File: src/rtl/count_monitor_pkg.sv
`default_nettype none
// +--------------------------------------------------------------------------+
// | Module   : count_monitor_pkg                                             |
// | Brief    : Shared types and constants for the count_monitor block.       |
// | Revision : 1.0  initial release                                          |
// +--------------------------------------------------------------------------+
package count_monitor_pkg;

  // Widths of the observed counter words and the mismatch total
  localparam int COUNT3_W  = 8;
  localparam int COUNT2_W  = 4;
  localparam int ERR_CNT_W = 8;

  // Default tuning of lock acquisition and fault detection
  localparam int LOCK_CYCLES_DEF = 4;
  localparam int ERR_THRESH_DEF  = 3;

  // Monitor state
  typedef enum logic [1:0] {
    ST_IDLE  = 2'd0,
    ST_SYNC  = 2'd1,
    ST_TRACK = 2'd2,
    ST_FAULT = 2'd3
  } state_t;

endpackage : count_monitor_pkg
`default_nettype wire

File: src/rtl/count_step_predict.sv
`default_nettype none
// +--------------------------------------------------------------------------+
// | Module   : count_step_predict                                            |
// | Brief    : Combinational next-value predictor for a {count2,count3}      |
// |            cascaded up/down counter. count2 only moves when count3 wraps.|
// | Revision : 1.0  initial release                                          |
// +--------------------------------------------------------------------------+
module count_step_predict
  import count_monitor_pkg::*;
(
  input  logic                direction,
  input  logic [COUNT3_W-1:0] prev_count3,
  input  logic [COUNT2_W-1:0] prev_count2,
  output logic [COUNT3_W-1:0] exp_count3,
  output logic [COUNT2_W-1:0] exp_count2
);

  // Predict one step: low word always moves, high word only on low-word wrap
  always_comb begin
    exp_count3 = prev_count3;
    exp_count2 = prev_count2;
    if (direction) begin
      exp_count3 = prev_count3 + 1'b1;
      if (prev_count3 == '1) begin
        exp_count2 = prev_count2 + 1'b1;
      end
    end else begin
      exp_count3 = prev_count3 - 1'b1;
      if (prev_count3 == '0) begin
        exp_count2 = prev_count2 - 1'b1;
      end
    end
  end

endmodule : count_step_predict
`default_nettype wire

File: src/rtl/count_monitor.sv
`default_nettype none
// +--------------------------------------------------------------------------+
// | Module   : count_monitor                                                 |
// | Brief    : Watches a cascaded {count2,count3} up/down counter, declares  |
// |            lock after LOCK_CYCLES good steps, counts mismatches and      |
// |            raises fault after ERR_THRESH consecutive mismatches.         |
// | Config   : COUNT_MONITOR_STICKY_EN defined   -> FAULT held until reset.  |
// |            COUNT_MONITOR_STICKY_EN undefined -> FAULT recovers to TRACK  |
// |            after LOCK_CYCLES consecutive good steps.                     |
// | Revision : 1.0  initial release                                          |
// +--------------------------------------------------------------------------+
module count_monitor
  import count_monitor_pkg::*;
#(
  parameter int LOCK_CYCLES = LOCK_CYCLES_DEF,
  parameter int ERR_THRESH  = ERR_THRESH_DEF
) (
  input  logic                         clk,
  input  logic                         reset,
  input  logic                         direction,
  input  logic [COUNT3_W-1:0]          count3,
  input  logic [COUNT2_W-1:0]          count2,
  output logic                         locked,
  output logic                         err_pulse,
  output logic [ERR_CNT_W-1:0]         err_count,
  output logic                         fault,
  output logic [COUNT2_W+COUNT3_W-1:0] bad_value
);

  localparam int LOCK_W = $clog2(LOCK_CYCLES + 1);
  localparam int ERR_W  = $clog2(ERR_THRESH + 1);

  // Registered sample S and previous sample P
  logic                s_valid_q, s_valid_d;
  logic                s_dir_q,   s_dir_d;
  logic [COUNT3_W-1:0] s_c3_q,    s_c3_d;
  logic [COUNT2_W-1:0] s_c2_q,    s_c2_d;
  logic                p_valid_q, p_valid_d;
  logic                p_dir_q,   p_dir_d;
  logic [COUNT3_W-1:0] p_c3_q,    p_c3_d;
  logic [COUNT2_W-1:0] p_c2_q,    p_c2_d;

  // Control state
  state_t                       state_q,     state_d;
  logic [LOCK_W-1:0]            lock_cnt_q,  lock_cnt_d;
  logic [ERR_W-1:0]             err_run_q,   err_run_d;
  logic                         err_pulse_q, err_pulse_d;
  logic [ERR_CNT_W-1:0]         err_count_q, err_count_d;
  logic [COUNT2_W+COUNT3_W-1:0] bad_value_q, bad_value_d;

  // Step evaluation
  logic [COUNT3_W-1:0] exp_c3;
  logic [COUNT2_W-1:0] exp_c2;
  logic                both_valid;
  logic                dir_change;
  logic                step_good;
  logic                step_bad;

  // Expected S derived from P in the direction S was captured with
  count_step_predict u_predict (
    .direction   (s_dir_q),
    .prev_count3 (p_c3_q),
    .prev_count2 (p_c2_q),
    .exp_count3  (exp_c3),
    .exp_count2  (exp_c2)
  );

  // Capture inputs once; the old sample shifts into the reference slot
  always_comb begin
    s_valid_d = 1'b1;
    s_dir_d   = direction;
    s_c3_d    = count3;
    s_c2_d    = count2;
    p_valid_d = s_valid_q;
    p_dir_d   = s_dir_q;
    p_c3_d    = s_c3_q;
    p_c2_d    = s_c2_q;
  end

  // Sample pipeline registers
  always_ff @(posedge clk or negedge reset) begin
    if (!reset) begin
      s_valid_q <= 1'b0;
      s_dir_q   <= 1'b0;
      s_c3_q    <= '0;
      s_c2_q    <= '0;
      p_valid_q <= 1'b0;
      p_dir_q   <= 1'b0;
      p_c3_q    <= '0;
      p_c2_q    <= '0;
    end else begin
      s_valid_q <= s_valid_d;
      s_dir_q   <= s_dir_d;
      s_c3_q    <= s_c3_d;
      s_c2_q    <= s_c2_d;
      p_valid_q <= p_valid_d;
      p_dir_q   <= p_dir_d;
      p_c3_q    <= p_c3_d;
      p_c2_q    <= p_c2_d;
    end
  end

  // Classify the current S/P pair; a direction flip is never judged
  always_comb begin
    both_valid = s_valid_q && p_valid_q;
    dir_change = both_valid && (s_dir_q != p_dir_q);
    step_good  = both_valid && !dir_change &&
                 (s_c3_q == exp_c3) && (s_c2_q == exp_c2);
    step_bad   = both_valid && !dir_change && !step_good;
  end

  // Next-state, lock/error counters and error reporting
  always_comb begin
    state_d     = state_q;
    lock_cnt_d  = lock_cnt_q;
    err_run_d   = err_run_q;
    err_pulse_d = 1'b0;
    err_count_d = err_count_q;
    bad_value_d = bad_value_q;

    // A new direction becomes the new reference: lock progress restarts
    if (dir_change) begin
      lock_cnt_d = '0;
    end

    // Reported mismatches only exist once locked (TRACK or FAULT)
    if (step_bad && (state_q == ST_TRACK || state_q == ST_FAULT)) begin
      err_pulse_d = 1'b1;
      bad_value_d = {s_c2_q, s_c3_q};
      if (err_count_q != '1) begin
        err_count_d = err_count_q + 1'b1;
      end
    end

    case (state_q)
      ST_IDLE: begin
        if (s_valid_q) begin
          state_d    = ST_SYNC;
          lock_cnt_d = '0;
        end
      end

      ST_SYNC: begin
        if (step_bad) begin
          lock_cnt_d = '0;
        end else if (step_good) begin
          if (lock_cnt_q == LOCK_W'(LOCK_CYCLES - 1)) begin
            state_d    = ST_TRACK;
            lock_cnt_d = '0;
            err_run_d  = '0;
          end else begin
            lock_cnt_d = lock_cnt_q + 1'b1;
          end
        end
      end

      ST_TRACK: begin
        if (step_bad) begin
          if (err_run_q == ERR_W'(ERR_THRESH - 1)) begin
            state_d    = ST_FAULT;
            err_run_d  = '0;
            lock_cnt_d = '0;
          end else begin
            err_run_d = err_run_q + 1'b1;
          end
        end else if (step_good) begin
          err_run_d = '0;
        end
      end

      ST_FAULT: begin
        if (step_bad) begin
          lock_cnt_d = '0;
        end else if (step_good) begin
`ifdef COUNT_MONITOR_STICKY_EN
          // Terminal: good steps are accepted but never release the fault
          lock_cnt_d = '0;
`else
          if (lock_cnt_q == LOCK_W'(LOCK_CYCLES - 1)) begin
            state_d    = ST_TRACK;
            lock_cnt_d = '0;
            err_run_d  = '0;
          end else begin
            lock_cnt_d = lock_cnt_q + 1'b1;
          end
`endif
        end
      end

      default: begin
        state_d = ST_IDLE;
      end
    endcase
  end

  // Control and status registers
  always_ff @(posedge clk or negedge reset) begin
    if (!reset) begin
      state_q     <= ST_IDLE;
      lock_cnt_q  <= '0;
      err_run_q   <= '0;
      err_pulse_q <= 1'b0;
      err_count_q <= '0;
      bad_value_q <= '0;
    end else begin
      state_q     <= state_d;
      lock_cnt_q  <= lock_cnt_d;
      err_run_q   <= err_run_d;
      err_pulse_q <= err_pulse_d;
      err_count_q <= err_count_d;
      bad_value_q <= bad_value_d;
    end
  end

  // Status outputs follow the registered state directly
  always_comb begin
    locked    = (state_q == ST_TRACK);
    fault     = (state_q == ST_FAULT);
    err_pulse = err_pulse_q;
    err_count = err_count_q;
    bad_value = bad_value_q;
  end

endmodule : count_monitor
`default_nettype wire

File: config.mk
export PLATFORM = sky130hd
export DESIGN_NAME = count_monitor
export DESIGN_NICKNAME = d
export VERILOG_FILES = /design/src/rtl/count_monitor_pkg.sv /design/src/rtl/count_step_predict.sv /design/src/rtl/count_monitor.sv
export SDC_FILE = /design/constraint.sdc
export NUM_CORES = 1
export LEC_CHECK = 0
export CORE_UTILIZATION = 40
export DETAILED_ROUTE_END_ITERATION = 6
export PLACE_DENSITY = 0.69
export SYNTH_ARGS = -nofsm -noshare
export SYNTH_HDL_FRONTEND = slang
export SYNTH_HIERARCHICAL = 1
export SYNTH_SLANG_ARGS = --single-unit
export TNS_END_PERCENT = 20
File: constraint.sdc
create_clock -name clk -period 8.68 [get_ports clk]
set_input_delay 1.302 -clock clk [delete_from_list [all_inputs] [get_ports clk]]
set_output_delay 1.302 -clock clk [all_outputs]
set_load 0.05 [all_outputs]
==> Word level (Yosys, flattened, before mapping) <==
Cells that the tools add are included.
{ "classes": {"muxes": 27, "addsub": 7, "n_reduce_logical": 17, "n_eq_ne": 17} }
{ "op_table": {"columns": ["cell", "n"], "rows": [
  ["2-bit 2-to-1 mux", 12],
  ["3-bit 2-to-1 mux", 7],
  ["8-bit by 1-bit adder with 8-bit output (second input constant)", 2],
  ["4-bit 2-to-1 mux", 3],
  ["3-bit case mux with 3 select lines", 1],
  ["8-bit == test", 1],
  ["8-bit == test (second input constant)", 1],
  ["8-bit logical NOT", 1],
  ["8-bit 2-to-1 mux", 1],
  ["2-bit by 1-bit != test with 1-bit output (second input constant)", 4],
  ["8-bit != test (second input constant)", 1],
  ["8-bit by 1-bit subtractor with 8-bit output (second input constant)", 1],
  ["1-bit logical AND", 7],
  ["2-bit == test (second input constant)", 3],
  ["2-bit case mux with 3 select lines", 1],
  ["6-bit AND reduction", 1],
  ["5-bit AND reduction", 1],
  ["4-bit by 1-bit adder with 4-bit output (second input constant)", 1],
  ["4-bit == test", 1],
  ["2-bit != test (second input constant)", 2],
  ["2-bit case mux with 2 select lines", 1],
  ["4-bit by 1-bit subtractor with 4-bit output (second input constant)", 1],
  ["3-bit by 1-bit adder with 3-bit output (second input constant)", 1],
  ["3-bit by 2-bit == test with 1-bit output (second input constant)", 1],
  ["other kinds (11)", 12]
]} }
{ "totals": {"reg_bits": 56, "out_inout_bits": 23, "wordCells": 82, "input_bits": 15} }

==> Longest topological paths before layout <==
Gate-level depths: netlist of the first run.
{ "depth": {"ltp_word": 10, "mapped_depth": 12, "mapped_depth_nobuf": 11} }

==> Hierarchy <==
Netlist of the first run, hierarchy kept.
{ "modules_own_cells": {"columns": ["mod", "area_per_inst_um2", "n_inst", "cells_per_inst"], "rows": [
  ["count_monitor", 2167.1, 1, 152],
  ["count_step_predict", 462.9, 1, 58]
]} }

==> Worst setup path after synthesis of the first run <==
Ideal clock, no wire load.
{ "synth_timing": {"path_kind": "register to register", "from": "register s_dir_q (netlist: p_dir_d)", "to": "register err_run_q[0]", "arrival_ps": 2880, "path_stages_with_launch": 13, "path_slack_ps": 5669, "cell_sequence": "dfrtp_1 -> inv_1 -> fa_1 -> a21o_1 -> a21oi_1 -> nor2b_1 -> o311ai_1 -> xnor2_1 -> nand4_1 -> or3_4 -> buf_6 -> a211oi_2 -> mux2i_1"} }
{ "synth_rtl": {"columns": ["element", "line", "text"], "rows": [
  ["start: declaration", "count_monitor.sv:35", "logic s_dir_q, s_dir_d;"],
  ["start signal: assignment", "count_monitor.sv:93", "s_dir_q <= s_dir_d;"],
  ["8-bit 2-to-1 mux (*)", "count_step_predict.sv:22", "if (direction) begin"],
  ["named net exp_c3[6]", "count_monitor.sv:52", "logic [COUNT3_W-1:0] exp_c3;"],
  ["8-bit == test (*)", "count_monitor.sv:108", "(s_c3_q == exp_c3) && (s_c2_q == exp_c2);"],
  ["1-bit logical AND (*)", "count_monitor.sv:107", "step_good = both_valid && !dir_change &&"],
  ["1-bit logical AND (*)", "count_monitor.sv:108", null],
  ["1-bit logical NOT", "count_monitor.sv:109", "step_bad = both_valid && !dir_change && !step_good;"],
  ["1-bit logical AND", "count_monitor.sv:109", null],
  ["3-bit by 1-bit != test with 1-bit output (no line) (tied with other cells)", null, null],
  ["5-bit AND reduction (no line) or 2-bit case mux with 2 select lines (tied branches)", null, null],
  ["end signal: assignment", "count_monitor.sv:208", "err_run_q <= err_run_d;"],
  ["end: declaration", "count_monitor.sv:46", "logic [ERR_W-1:0] err_run_q, err_run_d;"]
]} }
The timed path passes the listed nets; every way through them passes the cells marked *.
A chain may end at the register's enable or synchronous reset.

==> Worst setup path after layout of the first run <==
{ "layout_timing": {"from": "register state_q[1]", "to": "output locked"} }
{ "layout_via": {"elab_chain_cells": 1} }
{ "layout_rtl": {"columns": ["element", "line", "text"], "rows": [
  ["start: declaration", "count_monitor.sv:44", "state_t state_q, state_d;"],
  ["start signal: assignment", "count_monitor.sv:206", "state_q <= state_d;"],
  ["2-bit == test", "count_monitor.sv:217", "locked = (state_q == ST_TRACK);"],
  ["end: declaration", "count_monitor.sv:23", "output logic locked,"]
]} }
No other way between the ends.

==> qor.yml, run 1 <==
global_routing:
  grt_pass1_vias: 1736
  antenna_found_initial: 0
  grt_max_degree: 57
  grt-ovfl-total: 0
  grt_pass1_wl_um: 8231
  grt_util_all_layers_pct: 14.91
cells_and_area:
  fillers: 551
  post-route-util_pct: 49.81
  num-nets-final: 277
  stdcell_area_sq_um: 3163
  area_growth_pct: 20.27
  layoutNonFillerInstCount: 329
  diodes: 0
  drive_gt1_share_pct: 13.89
floorplanning:
  die_y_um: 83.09
  rows: 29
  dieArea_sq_um: 6903
  die_w_um: 83.09
  ioPinCount: 38
  core_area_sq_um: 6350
  start_util_pct: 41.42
cts:
  cts_tree: "yes"
  hold_buffers: 0
  clkSlewWorstSetupHoldPaths_ns: 0.10
  post_cts_buffers: 0
  cts_max_level: 2
  cts_made_buffers: 5
  cts.sinks: 56
  clockBufferDepth: 2
  ctsRootBufferMaster: "clkbuf_8"
  cts-resized-gates: 0
  insertion_delay_ns: 0.31
setup_path:
  cp-end-kind: "output port"
  path_class: "flop to output port"
  start_kind: "flop"
  crit_arrival_ns: 2.07
  critPathRequiredTime_ns: 7.38
  worstPathMaxFanout: 8
drt:
  drt_iter0_drc: 68
  vias: 1737
  drt-vias-per-instance: 5.280
  route.detailed.drc: 0
  wire_per_inst_um: 14.32
  drt_first_pass_iters: 4
  finalWirelength_um: 4712
  final_antenna_net_count: 0
placement:
  dpl_cell_area_sq_um: 3068
  dpl.hpwl_um: 3483
  dp.cells: 321
  gp_congestion: 0.8824
  port-buffer-count: 37
  post-place-ws_ns: 5.379
sta:
  finalCritPeriodShare_pct: 38.81
  hold_ws_ns: 0.4341
  setup_viol: 0
  slew_viol_final: 0
  relSlewSlack_pct: 54.70
  skew_ns: 0.003916
  fin_crit_ns: 3.369
  tightest_slew_ns: 0.6795
  tns_ns: 0
  fmax_mhz: 296.8
  setup_slack_ns: 5.311
  hold_viol: 0
  rsz0062_at_grt: "no"
synthesis:
  yosys.area.top_type: "dfrtp_1"
  yosysSeqAreaShare_pct: 53.28
  ys_seq_elements: 56
  synthTopCellsByCount: "56 x dfrtp_1, 21 x xnor2_1, 13 x mux2_2"
  synth_top_cell_area_share_pct: 53.28
  synth-main-ff-cell: "dfrtp_1"
  synth.avg_cell_area_sq_um: 12.52
  synth.most_common_cell: "dfrtp_1"
  synth_edf_count: 0
  synth.cell_area_sq_um: 2630
  yosys-top-cells-area: "dfrtp_1 53%, xnor2_1 7.0%, mux2_2 5.6%"
  ys_async_sr_fraction_pct: 100.0
  ys_warn_count: 6
  synth_cell_type_count: 52
  synthesis.nets: 236
  netlist_instances: 210
worst_hold_path:
  min_path_type: "flop to flop"
flow_run:
  maxCapViolCount: 0
pwr:
  powerDensity_nw_per_um2: 149.7
  totalPowerFinal_mw: 0.4735
  irDropWorstVdd_mv: 0.09168
  p_leak_nw: 1.379
outcome:
  outcome: "finished, final reports clean"
[cell type report]
class                      instances  area, sq um  area share [%]
clock inverter                     3        26.28          0.8307
inverter                           7        26.28          0.8307
timing repair buffer              38        372.9           11.79
multi-input combinational        143         1171           37.03
tap                               77        96.34           3.046
clock buffer                       5        68.82           2.176
sequential                        56         1401           44.30
[routing by layer]
layer | track usage (%) | share of wire, % | wire (um)
met4 | 6.270 | 2.2 | 104
met2 | 23.62 | 48 | 2265
met1 | 20.08 | 47 | 2227
met3 | 2.883 | 2.4 | 115
met5 | 0 | 0 | 0
[kinds of logic after synthesis]
kind of cell / Yosys count / synth area share, %
xor gates and xnor gates: 27 / 8.992
AOI/OAI and AO/OA: 26 / 7.612
and+or+nand+nor: 61 / 14.99
other: 1 / 0.1426
DFF: 56 / 53.28
adders and majority gates: 11 / 5.519
buffers and inverters: 11 / 2.188
muxes: 17 / 7.279
[power breakdown]
part	internal (mW)	switching (mW)	total (mW)
logic	0.0251	0.0260	0.0511
clock network	0.0595	0.0882	0.148
registers	0.267	0.00734	0.275
total	0.352	0.122	0.474
[layout by cell type (no fill, tap or decap), drive strengths merged, types with 2 or more instances in the layout]
master | netlist | routed
mux2i | 3 | 3
clkdlybuf4s50 | 0 | 36
nor4 | 2 | 2
inv | 7 | 9
nor2 | 8 | 8
buf | 3 | 2
mux2 | 14 | 14
xor2 | 6 | 6
nand4 | 9 | 9
nand3 | 7 | 7
clkbuf | 1 | 5
a22oi | 3 | 3
ha | 10 | 10
nor2b | 6 | 6
nand2b | 4 | 4
o21ai | 3 | 3
or3 | 2 | 2
a21oi | 5 | 5
nor3 | 6 | 6
xnor2 | 21 | 21
a211oi | 2 | 2
dfrtp | 56 | 56
and2 | 2 | 2
nand2 | 8 | 8
a21o | 2 | 2
[critical path, cell delays in order (launching register included)]
cell	delay [ns]
dfrtp_1	0.51
inv_1	0.09
nor2_1	0.28
clkdlybuf4s50_1	0.87
[sequential cells by signal (all words and copies together) (netlist names), 2 cells and up]
signal / count
bad_value: 12
err_count: 8
err_run_q: 2
lock_cnt_q: 3
p_c2_d: 4
p_c2_q: 4
p_c3_d: 8
p_c3_q: 8
state_q: 2
[worst paths after layout]
kind | from | endpoint | slack (ns) | cells past startpoint
max in group asynchronous | reset | bad_value[10] | 7.13 | 2
min in group asynchronous | reset | err_run_q[1] | 1.09 | 2
worst max-delay path | state_q[1] | locked | 5.31 | 3
worst min-delay path | p_c3_d[4] | p_c3_q[4] | 0.43 | 0
worst max register to register | p_dir_d | err_count[1] | 5.38 | 11
worst min register to register | p_c3_d[4] | p_c3_q[4] | 0.43 | 0
Note: power is estimated with default switching activity, not from simulation.
==> run 2, diff against run 1 <==
==> constraint.sdc (replaced) <==
create_clock -name clk -period 3.2 [get_ports clk]
set_input_delay 0.48 -clock clk [delete_from_list [all_inputs] [get_ports clk]]
set_output_delay 0.48 -clock clk [all_outputs]
set_load 0.05 [all_outputs]
==> qor.yml, run 2 (same netlist as run 1, synthesis figures left out) <==
drt:
  finalWirelength_um: 4791
  route.detailed.drc: 0
  final_antenna_net_count: 0
  drt-vias-per-instance: 5.276
  drt_first_pass_iters: 6
  wire_per_inst_um: 14.39
  drt_iter0_drc: 64
  vias: 1757
global_routing:
  grt-ovfl-total: 0
  grt_util_all_layers_pct: 14.94
  grt_pass1_wl_um: 8169
  grt_pass1_vias: 1700
  grt_max_degree: 33
  antenna_found_initial: 0
sta:
  setup_viol: 0
  skew_ns: 0.005567
  tns_ns: 0
  hold_viol: 0
  fin_crit_ns: 3.020
  setup_slack_ns: 0.1796
  slew_viol_final: 0
  rsz0062_at_grt: "no"
  finalCritPeriodShare_pct: 94.39
  fmax_mhz: 331.1
  tightest_slew_ns: 0.7222
  relSlewSlack_pct: 51.85
pwr:
  powerDensity_nw_per_um2: 398.8
  p_leak_nw: 1.405
  power.share.combinational_pct: 11.6
  seqPwrFrac_pct: 57.5
  irDropWorstVdd_mv: 0.2636
  p_switching_mw: 0.3339
  pwr-share-clk_pct: 30.9
  intPower_mw: 0.9595
  swShare_pct: 25.81
floorplanning:
  ioPinCount: 38
  die_y_um: 83.09
  start_util_pct: 41.42
  die_w_um: 83.09
  core_area_sq_um: 6350
  dieArea_sq_um: 6903
  rows: 29
cells_and_area:
  regArea_sq_um: 1401
  fillers: 559
  drive_gt1_share_pct: 18.36
  area_growth_pct: 23.31
  stdcell_area_sq_um: 3243
  final_common_cell: "dfrtp_1"
  num-nets-final: 281
  final_cell_mix: "56 x dfrtp_1, 36 x clkdlybuf4s50_1, 21 x xnor2_1"
  multiInputGateArea_sq_um: 1216
  diodes: 0
  largest_reg_flops: 12
cts:
  cts.sinks: 56
  insertion_delay_ns: 0.31
  cts_tree: "yes"
  cts_max_level: 2
  cts_made_buffers: 5
  clockBufferDepth: 2
  ctsRootBufferMaster: "clkbuf_8"
  clkSlewWorstSetupHoldPaths_ns: 0.10
placement:
  gp_congestion: 0.8670
  port-buffer-count: 37
  dpl.hpwl_um: 3559
  post-place-ws_ns: 0.04872
  dpl_cell_area_sq_um: 3103
flow_run:
  maxCapViolCount: 0
setup_path:
  critPathRequiredTime_ns: 3.40
  cp-end-kind: "flop"
  crit_arrival_ns: 3.22
  path_class: "flop to flop"
  start_kind: "flop"
  worstPathMaxFanout: 5
worst_hold_path:
  min_path_type: "input port to async pin"
outcome:
  outcome: "finished, final reports clean"
-- run 2: cell types whose count changed in the layout (fill, tap and decap cells not counted), sizes merged --
cell and delta:
or3 +1, buf +3
-- run 2: final cells by class --
type,count,share of cell area (%)
sequential,56,43.21
tap,77,2.971
inverter,7,0.8102
multi-input combinational,144,37.50
timing repair buffer,41,12.58
clock buffer,5,2.122
clock inverter,3,0.8102
-- run 2: power groups by stage --
stage | combinational [mW] | sequential (mW) | clock [mW]
2_1_floorplan | 0.0933 | 0.753 | 0
3_3_place_gp | 0.141 | 0.758 | 0
3_5_place_dp | 0.143 | 0.758 | 0
4_1_cts | 0.144 | 0.744 | 0.417
5_1_grt | 0.167 | 0.747 | 0.457
6_report | 0.149 | 0.744 | 0.400
-- run 2: routing by layer --
metal  routed length (um)  GRT usage [%]  vias to the layer above
li1                     -              -                      841
met1                 2354          20.91                      879
met2                 2188          22.58                       30
met3                  166          3.579                        7
met4                   81          5.643                        0
met5                    0              0                        -
-- run 2: what timing repair did --
item / in CTS / in global routing
hold buffers: 0 / 0
resized for setup: 0 / 8
setup buffers: 0 / 0
endpoints found under the setup margin: 0 / 26
-- run 2: stage by stage --
step	std cells	hold slack [ns]	util, %	total power [mW]
2_1_floorplan	210	0.1844	-	0.8465
3_3_place_gp	324	0.4060	48.87	0.8993
3_5_place_dp	324	0.4112	48.87	0.9007
4_1_cts	332	0.2312	50.36	1.305
5_1_grt	333	0.2518	51.07	1.371
6_report	333	0.2140	51.07	1.293
-- run 2: worst max-delay path: stages, from the launching register on --
cell and delay (ns):
dfrtp_1 0.49, fa_1 0.46, a21o_1 0.19, a21oi_2 0.18, nor2b_1 0.08, o311ai_2 0.28
xnor2_1 0.15, nand4_1 0.20, o311a_4 0.45, nor2b_4 0.14, mux2_4 0.30
-- run 2: final timing paths --
kind                       depth (start not counted)           end  slack [ns]      start
min                                                1  err_run_q[1]        0.21      reset
min reg2reg                                        0     p_c3_q[0]        0.43  p_c3_d[0]
max                                               10  err_count[1]        0.18  p_c3_q[0]
max reg2reg                                       10  err_count[1]        0.18  p_c3_q[0]
max in group asynchronous                          2  err_count[0]        2.21      reset
min in group clk                                   0     p_c3_q[0]        0.43  p_c3_d[0]
==> run 3, diff against run 2 <==
--- a/config.mk
+++ b/config.mk
@@ -5,6 +5,7 @@
 export SDC_FILE = /design/constraint.sdc
 export NUM_CORES = 1
 export LEC_CHECK = 0
+export CAP_MARGIN = 20
 export CORE_UTILIZATION = 40
 export DETAILED_ROUTE_END_ITERATION = 6
 export PLACE_DENSITY = 0.69
==> results of run 3 <==
Final layout, timing and power as in run 2 (identical DEF).
